## config.mk

```make
export PLATFORM = sky130hd
export DESIGN_NAME = seq_divider_n
export DESIGN_NICKNAME = d
export VERILOG_FILES = /design/src/rtl/seq_divider_n.sv
export SDC_FILE = /design/constraint.sdc
export NUM_CORES = 1
export LEC_CHECK = 0
export ABC_CLOCK_PERIOD_IN_PS = 5380
export CORE_MARGIN = 3
export CORE_UTILIZATION = 50
export DETAILED_ROUTE_END_ITERATION = 10
export HOLD_SLACK_MARGIN = 0.06
export PLACE_DENSITY_LB_ADDON = 0.2
export SYNTH_ARGS = -nofsm -noshare
export SYNTH_HDL_FRONTEND = slang
export SYNTH_SLANG_ARGS = --single-unit
export TNS_END_PERCENT = 100
```

## constraint.sdc

```tcl
create_clock -name clk -period 5.38 [get_ports clk]
set_input_delay 1.076 -clock clk [delete_from_list [all_inputs] [get_ports clk]]
set_output_delay 1.076 -clock clk [all_outputs]
set_load 0.01 [all_outputs]
```

## src/rtl/seq_divider_n.sv

```systemverilog
// Sequential restoring divider: one quotient bit per clock, start/busy/done handshake.
// Optional macro SEQDIV_DIVZERO_EN adds a div_zero flag and a one-cycle divide-by-zero path.
module seq_divider_n #(
    parameter int N = 7
) (
    input  logic         clk,
    input  logic         rst_n,
    input  logic         start,
    input  logic [N-1:0] dividend,
    input  logic [N-1:0] divider,
    output logic         busy,
    output logic         done,
    output logic [N-1:0] quotient,
`ifdef SEQDIV_DIVZERO_EN
    output logic         div_zero,
`endif
    output logic [N-1:0] remainder
);

    localparam int CW = $clog2(N + 1);

    localparam logic [1:0] S_IDLE = 2'd0;
    localparam logic [1:0] S_CALC = 2'd1;
    localparam logic [1:0] S_DONE = 2'd2;

    logic [1:0]    state_q, state_d;
    logic [N-1:0]  r_q, r_d;
    logic [N-1:0]  q_q, q_d;
    logic [N-1:0]  d_q, d_d;
    logic [CW-1:0] cnt_q, cnt_d;
    logic [N-1:0]  quo_q, quo_d;
    logic [N-1:0]  rem_q, rem_d;

    logic [N:0]    shift_r;
    logic          ge;
    logic [N-1:0]  r_next;
    logic [N-1:0]  q_next;
    logic          dz_req;

`ifdef SEQDIV_DIVZERO_EN
    logic dz_q, dz_d;
    assign dz_req   = (divider == '0);
    assign div_zero = dz_q;
`else
    assign dz_req = 1'b0;
`endif

    // The stored partial remainder is always < D, so it fits in N bits; the
    // (N+1)-th bit only exists transiently after the shift and feeds the compare.
    assign shift_r = {r_q, q_q[N-1]};
    assign ge      = shift_r[N] | (shift_r[N-1:0] >= d_q);
    assign r_next  = ge ? (shift_r[N-1:0] - d_q) : shift_r[N-1:0];
    assign q_next  = {q_q[N-2:0], ge};

    always_comb begin
        state_d = state_q;
        r_d     = r_q;
        q_d     = q_q;
        d_d     = d_q;
        cnt_d   = cnt_q;
        quo_d   = quo_q;
        rem_d   = rem_q;
`ifdef SEQDIV_DIVZERO_EN
        dz_d    = dz_q;
`endif
        case (state_q)
            S_IDLE: begin
                if (start) begin
`ifdef SEQDIV_DIVZERO_EN
                    dz_d = dz_req;
`endif
                    if (dz_req) begin
                        quo_d   = '1;
                        rem_d   = dividend;
                        state_d = S_DONE;
                    end else begin
                        r_d     = '0;
                        q_d     = dividend;
                        d_d     = divider;
                        cnt_d   = CW'(N);
                        state_d = S_CALC;
                    end
                end
            end
            S_CALC: begin
                r_d   = r_next;
                q_d   = q_next;
                cnt_d = cnt_q - CW'(1);
                if (cnt_q == CW'(1)) begin
                    quo_d   = q_next;
                    rem_d   = r_next;
                    state_d = S_DONE;
                end
            end
            S_DONE:  state_d = S_IDLE;
            default: state_d = S_IDLE;
        endcase
    end

    always_ff @(posedge clk or negedge rst_n) begin
        if (!rst_n) begin
            state_q <= S_IDLE;
            r_q     <= '0;
            q_q     <= '0;
            d_q     <= '0;
            cnt_q   <= '0;
            quo_q   <= '0;
            rem_q   <= '0;
`ifdef SEQDIV_DIVZERO_EN
            dz_q    <= 1'b0;
`endif
        end else begin
            state_q <= state_d;
            r_q     <= r_d;
            q_q     <= q_d;
            d_q     <= d_d;
            cnt_q   <= cnt_d;
            quo_q   <= quo_d;
            rem_q   <= rem_d;
`ifdef SEQDIV_DIVZERO_EN
            dz_q    <= dz_d;
`endif
        end
    end

    assign busy      = (state_q == S_CALC);
    assign done      = (state_q == S_DONE);
    assign quotient  = quo_q;
    assign remainder = rem_q;

endmodule

```

* Word level (Yosys, flattened, before mapping)
Cells that the tools add are included.
** Storage, ports and cells
- Word-level logic and storage cells :: 32
- Register bits :: 40
- Output and inout bits :: 16
** Operators by class
- Add/subtract/negate cells :: 2
- Bitwise operators :: 1
- Reductions and logical operators :: 6
- Mux-type cells :: 10
- Equality and inequality tests :: 5
- Magnitude comparators :: 1
** Operators by type and width (count)
- 7-bit case mux with 2 select lines :: 2
- 7-bit two-way mux :: 3
- 2-bit AND reduction :: 4
- 7-bit >= comparator :: 1
- 7-bit subtractor :: 1
- 3-bit case mux with 2 select lines :: 1
- 2-bit two-way mux :: 2
- 2-bit case mux with 2 select lines :: 1
- 3-bit by 1-bit == test with 1-bit output, second input constant :: 1
- 3-bit two-way mux :: 1
- 3-bit by 1-bit subtractor with 3-bit output, second input constant :: 1
- 2-bit by 1-bit == test with 1-bit output, second input constant :: 1
- 2-bit == test, second input constant :: 1
- 2-bit zero test :: 1
- 2-bit by 1-bit inequality test with 1-bit output, second input constant :: 1
- 2-bit inequality test, second input constant :: 1
- 2-bit nonzero test :: 1
- 1-bit OR :: 1

* Depth between registers and ports, before layout
Gate-level depths: netlist of run 1.
- Depth after elaboration :: 4
- Mapped depth :: 9
- Depth with buffers taken out :: 9

* Least setup slack after synthesis of run 1
No wires, ideal clock.
- Path kind :: input port to flip-flop
- Start point :: input port start
- End point :: register d_q[1]
- Setup time :: 0.133 ns
- Slack :: 3.349 ns
- Data arrival time :: 1.898 ns
- Stages on the path :: 3
- Cells stage by stage :: nor3b_1 > clkbuf_1 > o21ai_0
** Between the ends
- Word-level cells in the longest chain between the ends :: 1
** Ends and longest elaborated chain
- start: declaration :: RTL line 8 : input logic start,
- 2-bit AND reduction (no line)
- end signal: assignment :: RTL line 105 : d_q <= '0;
- end signal: assignment :: RTL line 116 : d_q <= d_d;
- end: declaration :: RTL line 29 : logic [N-1:0] d_q, d_d;
No other way between the ends.
A chain may end at the register's enable or synchronous reset.

* Worst setup path after layout of run 1
- Start point :: register state_q[1]
- End point :: output port busy
** Between the ends
- Word-level cells in the longest chain between the ends :: 1
** Ends and longest elaborated chain
- start: declaration :: RTL line 26 : logic [1:0] state_q, state_d;
- start signal: assignment :: RTL line 113 : state_q <= state_d;
- 2-bit by 1-bit == test with 1-bit output :: RTL line 126 : assign busy = (state_q == S_CALC);
- end: declaration :: RTL line 11 : output logic busy,
No other way between the ends.

==> results of run 1 <==
## final cells by class
type | instances | area (µm²) | area share, %
inverter | 14 | 52.6 | 2.15
clock buffer | 5 | 68.8 | 2.82
timing repair buffer | 33 | 323 | 13.2
multi-input combinational | 150 | 925 | 37.9
tap | 48 | 60.1 | 2.46
clock inverter | 2 | 12.5 | 0.512
sequential | 40 | 1000 | 41.0
## cell usage after synthesis
| library cell | number | area [µm²] |
|---|---|---|
| nand2b_1 | 3 | 18.8 |
| mux2i_1 | 3 | 30.0 |
| nor2b_1 | 6 | 37.5 |
| nor2_1 | 6 | 22.5 |
| o21ai_1 | 9 | 45.0 |
| a21oi_1 | 6 | 30.0 |
| nand3_1 | 2 | 10.0 |
| or4_1 | 2 | 15.0 |
| o21bai_2 | 1 | 11.3 |
| nand3b_1 | 1 | 7.51 |
| clkbuf_1 | 7 | 26.3 |
| nor4_1 | 1 | 6.26 |
| a211oi_2 | 1 | 12.5 |
| xor2_1 | 1 | 8.76 |
| o21ai_0 | 18 | 90.1 |
| or2b_1 | 1 | 7.51 |
| o21ai_2 | 4 | 35.0 |
| o311a_1 | 2 | 20.0 |
| a221o_1 | 1 | 10.0 |
| fa_1 | 1 | 20.0 |
| mux2_4 | 2 | 30.0 |
| nand3_2 | 1 | 10.0 |
| nand2_1 | 49 | 184 |
| mux2_2 | 1 | 11.3 |
| nor3b_1 | 2 | 15.0 |
| or3_1 | 1 | 6.26 |
| a31oi_1 | 2 | 12.5 |
| or2_1 | 1 | 6.26 |
| o21bai_1 | 2 | 15.0 |
| inv_1 | 14 | 52.6 |
| dfrtp_1 | 40 | 1000 |
| a21boi_0 | 1 | 7.51 |
| xnor2_1 | 1 | 8.76 |
| buf_6 | 1 | 11.3 |
| ha_1 | 9 | 113 |
| a22oi_1 | 7 | 52.6 |
| o211ai_1 | 1 | 7.51 |
| a21o_1 | 1 | 7.51 |
## worst reg2reg max path, cell delays in order (launching register included)
cell     delay (ps)
dfrtp_1         410
ha_1            390
nand3_2         110
o311a_1         230
nor2b_1         690
mux2i_1         390
o21ai_0         120
## placed cells by master, fill, tap and decap left out, drive strengths merged, types with 2 or more instances in the layout
cell type | Yosys | final
mux2 | 3 | 3
nand2b | 3 | 3
nand3 | 3 | 3
a21oi | 6 | 6
inv | 14 | 14
nand2 | 49 | 49
mux2i | 3 | 3
clkbuf | 7 | 5
o21ai | 31 | 31
or4 | 2 | 2
nor3b | 2 | 2
ha | 9 | 9
nor2b | 6 | 6
a22oi | 7 | 7
buf | 1 | 2
dfrtp | 40 | 40
a31oi | 2 | 2
o311a | 2 | 2
o21bai | 3 | 3
nor2 | 6 | 6
clkdlybuf4s50 | 0 | 31
## routing by layer
layer / share of wire, % / up-vias / routed length [µm] / track usage [%]
met5: 0 / - / 0 / 0
met4: 1.2 / 0 / 48 / 5.86
met3: 5.2 / 4 / 211 / 4.49
met2: 46 / 35 / 1860 / 27.0
met1: 48 / 712 / 1940 / 26.3
li1: - / 787 / - / -
## cells by family (layout without fill, tap and decap cells)
group                      after synthesis  after routing  synth area share (%)
AOI/OAI and AO/OA                       56             56                  17.7
xor gates and xnor gates                 2              2                 0.869
adders and majority gates               10             10                  6.58
buffers and inverters                   22             54                  4.47
DFF                                     40             40                  49.7
muxes                                    6              6                  3.54
and+or+nand+nor                         76             76                  17.2
## sequential cells by signal (all words and copies together) (netlist names)
| register | count |
|---|---|
| cnt_q | 3 |
| quotient | 7 |
| r_q | 7 |
| q_q | 7 |
| state_q | 2 |
| d_q | 7 |
| remainder | 7 |
## worst max path at each step
stage | start | endpoint | slack [ps] | cells past startpoint
global route | state_q[0] | busy | 2180 | 3
CTS | state_q[1] | busy | 2290 | 3
global placement | start | cnt_q[2] | 2580 | 5
floorplan | start | d_q[1] | 3350 | 3
finish | state_q[1] | busy | 2290 | 3
detailed placement | start | cnt_q[2] | 2550 | 5
## power by group
| part | internal, W | switching [W] | leakage (nW) |
|---|---|---|---|
| Clock | 0.0000878 | 0.000103 | 0.0400 |
| Sequential | 0.000446 | 0.0000967 | 0.493 |
| Combinational | 0.000439 | 0.000510 | 0.574 |
| Total | 0.000972 | 0.000709 | 1.11 |
## through the flow
| stage | utilization (%) | cells | instance area (µm²) | setup WS [ps] | hold WS, ps |
|---|---|---|---|---|---|
| finish | 64.8 | 292 | 2440 | 2290 | 479 |
| global route | 64.8 | 292 | 2440 | 2180 | 511 |
| CTS | 64.8 | 292 | 2440 | 2290 | 486 |
| detailed placement | 62.6 | 285 | 2360 | 2550 | 467 |
| global placement | 62.6 | 285 | 2360 | 2580 | 460 |
| floorplan | - | 212 | 2020 | 3350 | 450 |
==> results.toml, run 1 <==
[status]
outcome = "finished clean"

[detailed_routing]
drt-initial-drc-count = 93
routedWlPerCell_um = 13.9
drc = 0
firstDrtPassIters = 4
ant_nets = 0
routed_wl_um = 4060
via_count = 1538
viasPerCell = 5.27

[worst_setup_path]
crit_type = "flop to primary output"
reg2reg_depth = 6
cp_top_family = "buffers and inverters"
slowest_delay_ps = 570
crit_chain = "nand2b_1 > inv_1 > clkdlybuf4s50_1"
cp-start-kind = "flop"
cp.required_ps = 4300
end_kind = "primary output"
r2r_setup_slack_ps = 2890
rr_startpoint = "r_q[3]"
arrival_ps = 2010
slowest_stage = "clkdlybuf4s50_1"
critPathBufInv = 2
worst-path-max-fanout = 12
timing.rr.end = "remainder[3]"

[sta]
hold_viol = 0
max_slew_margin_pct = 25.6
min_period_over_period_pct = 57.4
clock.fmax_mhz = 324
worst_pin_slew_ps = 1110
fin_setup_tns_ps = 0
rsz0062_at_grt = "no"
fin_skew_ps = 3.22
fin_crit_ps = 3090
maxSlewViolCount = 0
setup_viol = 0

[yosys]
syn_inst = 212
ys_types = 38
avgSynthCellArea_um2 = 9.51
syn_area_mm2 = 0.00202
ys_ff_latch = 40
syn-num-nets = 239
yosysSeqAreaShare_pct = 49.7
yosysWarningCount = 0

[clock_tree]
clk_latency_ps = 290
ctsHoldBuffers = 0
cts_max_level = 2
cts_made_buffers = 5
cts.sink_count = 40
cts_buffer_depth = 2
cts_root_buf = "clkbuf_8"
cts_tree = "yes"
post-cts-setup-buffers = 0
clk_pin_slew_ps = 80
cts.repair.resized = 0

[grt]
track_usage_pct = 18.2
grt-ovfl-total = 0
grt_pass1_wl_um = 7020
antenna_found_initial = 0
grt_start_max_net_pins = 41
grt_pass1_vias = 1480

[floorplan]
ios = 33
core-area_mm2 = 0.00377
rows = 22
die-area_mm2 = 0.00483
dieHeight_um = 69.5
dieWidth_um = 69.5
start_util_pct = 53.5

[layout]
drive_above_1_share_pct = 7.79
layout.nets = 271
synthToLayoutAreaGrowth_pct = 21.2
fill_cells = 307
antenna_cells = 0

[placement]
dp_hpwl_um = 3000
place_congestion = 0.810
port_buffers = 32

[worst_hold_path]
hold_class = "flop to flop"
hold_depth = 2
hold_path_end = "quotient[6]"
hold_start = "quotient[6]"

[power_and_ir_drop]
leakage_nw = 1.11
cellPowerDensity_mw_per_mm2 = 688
finalPower_w = 0.00168
ir_drop_mv = 0.456

[run]
drv_cap = 0
Power figures use the tool's default switching activity.
==> inputs of run 2 (changes only) <==
Settings changed: ABC_CLOCK_PERIOD_IN_PS 5380 to 2750, CORE_UTILIZATION 50 to 48.
Clock period 5.38 ns to 2.75 ns, I/O delays scaled along.
==> run 2 against run 1 <==
Critical path type unchanged; final area increased by 4.9%; non-clock buffer count increased by 5; largest cell class unchanged; combinational power increased by 99%; critical path depth unchanged; highest routed layer unchanged; hold slack got worse by 100 ps; die area increased by 3.8%.
==> results.toml, run 2 (synthesis gave the netlist of run 1 again) <==
[placement]
place_congestion = 0.832
place_area_mm2 = 0.00240
port_buffers = 32
dp_hpwl_um = 2990

[floorplan]
dieWidth_um = 70.8
die-area_mm2 = 0.00501
rows = 22
core-area_mm2 = 0.00385
dieHeight_um = 70.8
ios = 33
start_util_pct = 52.3

[grt]
track_usage_pct = 18.7
grt_start_max_net_pins = 41
grt_pass1_vias = 1564
use_met1_pct = 25.7
busiest_layer = "met2"
antenna_found_initial = 0
grt_use_met2_pct = 29.0
grt-ovfl-total = 0
grt_pass1_wl_um = 7420
met3_usage_pct = 5.26

[power_and_ir_drop]
ir_drop_mv = 0.708
share_comb_of_total_power_pct = 52.4
cell_internal_pwr_w = 0.00223
cellPowerDensity_mw_per_mm2 = 1410
swShare_pct = 38.3
seq_power_share_pct = 29.3
power_switching_w = 0.00139
leakage_nw = 1.17
clkPwrFrac_pct = 18.3

[sta]
fin_skew_ps = 4.50
hold_viol = 0
worst_pin_slew_ps = 877
rsz0062_at_grt = "no"
fin_setup_tns_ps = 0
maxSlewViolCount = 0
hold_ws_ps = 376
clock.fmax_mhz = 442
max_slew_margin_pct = 41.6
setup_viol = 0
min_period_over_period_pct = 82.3
fin_crit_ps = 2260

[clock_tree]
cts.repair.resized = 0
clk_pin_slew_ps = 80
cts.sink_count = 40
cts_max_level = 2
ctsHoldBuffers = 0
cts_root_buf = "clkbuf_8"
clk_latency_ps = 290
cts_made_buffers = 5
cts_tree = "yes"
post-cts-setup-buffers = 0
cts_buffer_depth = 2

[worst_hold_path]
hold_class = "input port to async pin"

[detailed_routing]
ant_nets = 0
routedWlPerCell_um = 14.1
via_count = 1590
routed_wl_um = 4190
drc = 0
drt-initial-drc-count = 120
viasPerCell = 5.34
firstDrtPassIters = 4

[worst_setup_path]
crit_type = "flop to primary output"
end_kind = "primary output"
worst-path-max-fanout = 11
arrival_ps = 1710
cp-start-kind = "flop"
cp.required_ps = 2200

[layout]
mostFrequentLayoutCells = "49 x nand2_1, 40 x dfrtp_1, 31 x clkdlybuf4s50_1"
antenna_cells = 0
drive_above_1_share_pct = 10.4
layout.nets = 276
synthToLayoutAreaGrowth_pct = 27.1
design_area_mm2 = 0.00256
mostFrequentLayoutCell = "nand2_1"

[status]
outcome = "finished clean"

[run]
drv_cap = 0
[run 2: cell types whose count changed in the layout (fill, tap and decap cells not counted), sizes merged]
| cell | delta |
|---|---|
| buf | +5 |
| clkinvlp | -1 |
| bufinv | +3 |
| clkinv | -1 |
[run 2: per-layer routing]
metal | wire (µm) | share of wire [%]
met5 | 0 | 0
met4 | 44 | 1.1
met3 | 144 | 3.4
met2 | 2020 | 48
met1 | 1980 | 47
[run 2: final timing paths]
check                      cells after the start            to  slack [ps]        start
setup / recovery                               3          busy         490   state_q[1]
hold / removal                                 1        d_q[4]         380        rst_n
setup reg to reg                               7  remainder[1]         620       r_q[3]
hold reg to reg                                2   quotient[0]         480  quotient[0]
max in group asynchronous                      1  remainder[2]        1830        rst_n
min in group clk                               2   quotient[0]         480  quotient[0]
[run 2: critical path: stages, from the launching register on]
cell,delay (ps)
dfrtp_1,500
nand2b_1,210
inv_1,150
clkdlybuf4s50_1,560
[run 2: area by class of cell]
cell class                 count  area (µm²)
sequential                    40        1000
inverter                      14        52.6
clock buffer                   5        68.8
fill                         335        1290
tap                           48        60.1
multi-input combinational    150         930
clock inverter                 3        90.1
timing repair buffer          38         360
[run 2: stage by stage]
| stage | util (%) | total power (W) | setup slack (ps) | cells |
|---|---|---|---|---|
| final | 66.5 | 0.00361 | 487 | 298 |
| after CTS | 66.5 | 0.00363 | 490 | 298 |
| after floorplan | - | 0.00239 | 797 | 212 |
| after detailed placement | 62.4 | 0.00295 | 643 | 290 |
| after global routing | 66.5 | 0.00394 | 400 | 298 |
| after global placement | 62.4 | 0.00292 | 649 | 290 |
[run 2: power groups by stage]
stage | logic [W] | clock network [W] | registers [W]
after floorplan | 0.00134 | 0 | 0.00106
after global placement | 0.00185 | 0 | 0.00107
after detailed placement | 0.00188 | 0 | 0.00107
after CTS | 0.00190 | 0.000669 | 0.00106
after global routing | 0.00214 | 0.000699 | 0.00110
final | 0.00189 | 0.000661 | 0.00106
